$ cat src/rtl/demux_deser8.sv
// 1-to-8 demultiplexing deserializer: steers one serial bit per handshake into a slot
// chosen by a 3-bit counter, then presents the assembled byte on a valid/ready port.

module demux_deser8_slot (
  input  logic clk,
  input  logic rst,
  input  logic clr,
  input  logic wr,
  input  logic din,
  output logic q,
  output logic nxt
);
  always_ff @(posedge clk) begin
    if (rst || clr) q <= 1'b0;
    else if (wr)    q <= din;
  end

  // Bit the word would hold if completed this cycle.
  assign nxt = wr ? din : q;
endmodule

module demux_deser8 #(
  parameter bit LSB_FIRST = 1'b1
) (
  input  logic       clk,
  input  logic       rst,
  input  logic       serial_in,
  input  logic       in_valid,
  output logic       in_ready,
  input  logic       flush,
  output logic [7:0] out_word,
  output logic       out_valid,
  input  logic       out_ready,
  output logic [2:0] bit_cnt
);
  localparam int NUM_LANES = 8;

  logic [2:0]           cnt;
  logic [2:0]           pos;
  logic [NUM_LANES-1:0] sel;
  logic [NUM_LANES-1:0] partial;
  logic [NUM_LANES-1:0] word_nxt;
  logic                 accept, load, drain, complete;

  // Only the completing bit can stall: it needs a free holding slot.
  assign in_ready = !((cnt == 3'd7) && out_valid && !out_ready);
  assign accept   = in_valid && in_ready;
  assign load     = accept && !flush;
  assign drain    = out_valid && out_ready;
  assign complete = load && (cnt == 3'd7);
  assign pos      = LSB_FIRST ? cnt : ~cnt;

  for (genvar i = 0; i < NUM_LANES; i++) begin : g_slot
    assign sel[i] = (pos == 3'(i));
    demux_deser8_slot u_slot (
      .clk (clk),
      .rst (rst),
      .clr (flush),
      .wr  (load && sel[i]),
      .din (serial_in),
      .q   (partial[i]),
      .nxt (word_nxt[i])
    );
  end

  always_ff @(posedge clk) begin
    if (rst) begin
      cnt       <= 3'd0;
      out_word  <= 8'h00;
      out_valid <= 1'b0;
    end else begin
      if (flush)     cnt <= 3'd0;
      else if (load) cnt <= cnt + 3'd1;

      if (complete) begin
        out_word  <= word_nxt;
        out_valid <= 1'b1;
      end else if (drain) begin
        out_valid <= 1'b0;
      end
    end
  end

  assign bit_cnt = cnt;
endmodule
$ cat config.mk
export PLATFORM = sky130hd
export DESIGN_NAME = demux_deser8
export DESIGN_NICKNAME = d
export VERILOG_FILES = /design/src/rtl/demux_deser8.sv
export SDC_FILE = /design/constraint.sdc
export NUM_CORES = 1
export LEC_CHECK = 0
export ABC_AREA = 1
export CORE_ASPECT_RATIO = 0.7
export CORE_UTILIZATION = 25
export CTS_BUF_LIST = sky130_fd_sc_hd__clkbuf_2 sky130_fd_sc_hd__clkbuf_4 sky130_fd_sc_hd__clkbuf_8
export CTS_CLUSTER_SIZE = 8
export DETAILED_ROUTE_END_ITERATION = 10
export PLACE_DENSITY = 0.48
export REMOVE_ABC_BUFFERS = 1
export SETUP_SLACK_MARGIN = 0.05
export SLEW_MARGIN = 5
export SYNTH_ARGS = -nofsm -noshare
export SYNTH_HDL_FRONTEND = slang
export SYNTH_HIERARCHICAL = 1
export SYNTH_SLANG_ARGS = --single-unit
$ cat constraint.sdc
create_clock -name clk -period 4.4 [get_ports clk]
set_clock_uncertainty 0.05 [all_clocks]
set_input_delay 0.44 -clock clk [delete_from_list [all_inputs] [get_ports clk]]
set_output_delay 0.44 -clock clk [all_outputs]
set_load 0.005 [all_outputs]
==> summary.txt <==
Layout
  • Fin area: around 1500 sq um
  • Fillers: 562
  • Commonest non-fill, non-tap cell in the layout: inv_1
  • Nets: 225
  • Share of cells above drive strength 1: 6.13%
  • Most frequent cells in the layout: inv_1 (66), nand2_1 (43), nor2_1 (21), dfxtp_1 (20), clkdlybuf4s50_1 (18)
  • N_diodes: 0
  • Area of the multi-input gates: 566 sq um
  • FF+latch area: 400 sq um
  • Layout area overhead: 24.1%

Clock tree
  • H-tree Lvls: 1
  • Num CTS Buffers: 3
  • Clock Root Buffer: clkbuf_8
  • CTS Buffer Depth: 2
  • Post-CTS Setup Inserts: 0
  • Post-CTS Hold Buffers: 0
  • Clock-pin slew on the worst setup and hold paths: 80 ps
  • Post-cts sizing count: 0
  • TritonCTS clock tree: built
  • CTS sink count: 20
  • Clock Latency Late Sink: 260 ps

STA
  • Fin crit period: 2500 ps
  • RSZ-0062 raised after global routing: false
  • Final setup TNS: 0 ps
  • Max Clk Rate: roughly 400 MHz
  • Relative slew margins: slightly below 70%
  • Final count of hold timing violations: 0
  • Post-Route Hold Slack: 460 ps
  • Setup-failing EPs final: 0
  • Worst-margin pin slew: 490 ps
  • Slew Limit Fails: 0
  • Tcrit/Tclk final: 56.9%

Die
  • Top-level I/O count: 19
  • Die height: between 60 and 70 um
  • Die area: roughly 5200 sq um
  • Placement Rows: 21
  • Starting Density: 25.9%
  • Core area: between 4000 and 5000 sq um
  • Die W: 86.2 um

Setup path
  • CP Capture Type: primary output
  • Critical path class: flop to primary output
  • Nature of the critical path startpoint: flop
  • CP Data Required Time: 3910 ps
  • R2R depth: 12
  • FF-to-FF Start: bit_cnt[1]
  • Worst Path Arrival: 2010 ps
  • Crit Reg-Reg Endpoint: out_word[2]
  • Crit-path max FO: 10
  • Reg-to-reg slack, setup: 2230 ps

Drt
  • Drt wl/cell: 8.64 um
  • Starting DRT DRC Count: 15
  • Pre-Repair DR Iteration Count: 4
  • ANT nets after route: 0
  • Post-DR vias/cell: 3.71
  • Via count: 1043
  • Total wire length: around 2400 um
  • DRC viols: 0

Yosys
  • Post-Synth Simple-Gate Area: between 30% and 40%
  • Syn_area_per_cell: around 6.5 sq um
  • YS warnings: 6
  • XOR/XNOR share of the synthesized area: 0%
  • Mapped Area: ~1200 sq um
  • Post-synth cell types: 18
  • Synth Area in Compound Gates: 1.72%
  • Synth Area in Adders: 6.05%
  • Sequential area share after synthesis: 32.3%
  • Synthesized flop and latch total: 20
  • Main combinational cell family by area after synthesis: simple AND/OR/NAND/NOR gates
  • Mux contribution to synthesized area: 0%
  • Mapped Cells: 192

Placed design
  • DPL Wire Length: 1920 um
  • Number of buffers added on ports: 18
  • Gpl congestion: 0.722
  • Post-DP Area: 1480 sq um

GRT
  • Initial antenna violation count: 0
  • Largest net degree at the start of global routing: 14
  • First-pass GRT wire length: ~4300 um
  • GR Overflow Total: 0
  • GRT Overall Usage: between 10% and 20%
  • Vias in the first global route: a little over 900

Power and ir drop
  • Power Density: 232 nW/um^2
  • Clock Power Share: 39.9%
  • Peak VDD IR: 0.000112 V
  • Net switching fraction of the power: between 20% and 30%
  • Int Pwr: 0.274 mW
  • P_leak: 0.733 nW
  • Comb power frac: 8.7%
  • Seq pwr share: 51.3%
  • Sw Pwr: 0.0824 mW

Worst hold path
  • Worst Hold Endpoint: out_word[1]
  • Hold Path Class: flop to flop
  • HP Start: out_word[1]
  • Hold Path Stages: 4

Run
  • Maxcap violations: 0

Outcome
  • Status: completed
==> Yosys cell counts, drive strengths merged <==
library cell,n,share of area (%)
or2,8,4.0
nor3,6,2.4
a21boi,1,0.91
inv,67,20
buf,2,1.8
nand2,46,15
dfxtp,20,32
a21oi,2,0.81
nand4,8,4.0
nand3,4,4.0
nor2,22,8.0
ha,6,6.1
==> layout make-up <==
type | count | share of cell area [%]
tap | 69 | 5.61
inverter | 67 | 16.3
sequential | 20 | 26.0
clock buffer | 4 | 3.58
multi-input combinational | 103 | 36.7
timing repair buffer | 18 | 11.7
==> power by group through the flow <==
stage,clock [mW],combinational (mW),sequential [mW]
floorplan,0,0.0187,0.187
global placement,0,0.0317,0.187
detailed placement,0,0.0317,0.187
CTS,0.149,0.0318,0.183
global route,0.159,0.0357,0.183
finish,0.142,0.0312,0.183
==> flip-flops by register name (all words and copies together) (netlist names) <==
name and flops:
bit_cnt 3, g_slot.u_slot/q 8, out_valid 1, out_word 8
==> per-stage QoR <==
stage / worst slack, ps / total power, mW / instances / util [%]
3_3_place_gp: 1950 / 0.219 / 277 / 31.0
2_1_floorplan: 2540 / 0.206 / 190 / -
6_report: 1900 / 0.357 / 281 / 32.2
4_1_cts: 1850 / 0.364 / 281 / 32.2
5_1_grt: 1730 / 0.378 / 281 / 32.2
3_5_place_dp: 1910 / 0.219 / 277 / 31.0
==> critical path, cell delays in order (launching register included) <==
cell	delay, ps
dfxtp_1	420
ha_1	210
ha_1	470
nand3_4	170
clkdlybuf4s50_1	480
==> cell families after synthesis <==
logic type	after synthesis
simple gates	94
fa+ha+maj	6
compound gates	3
buf+inv	69
flops	20
==> metal layers <==
| metal | part of all wire (%) | track usage, % | up-vias |
|---|---|---|---|
| met5 | 0 | 0 | - |
| li1 | - | - | 582 |
| met1 | 59 | 16.7 | 445 |
| met2 | 37 | 14.5 | 14 |
| met4 | 0.29 | 1.43 | 0 |
| met3 | 4.2 | 3.40 | 2 |
==> worst max-delay path by stage <==
stage                    start  depth (start not counted)          end  slack [ps]
floorplan           bit_cnt[1]                         13  out_word[0]        2540
global placement         flush                         11  out_word[1]        1950
detailed placement       flush                         11  out_word[5]        1910
CTS                 bit_cnt[1]                          4     in_ready        1850
global route        bit_cnt[1]                          4     in_ready        1730
finish              bit_cnt[1]                          4     in_ready        1900
Note: power is estimated with default switching activity, not from simulation.
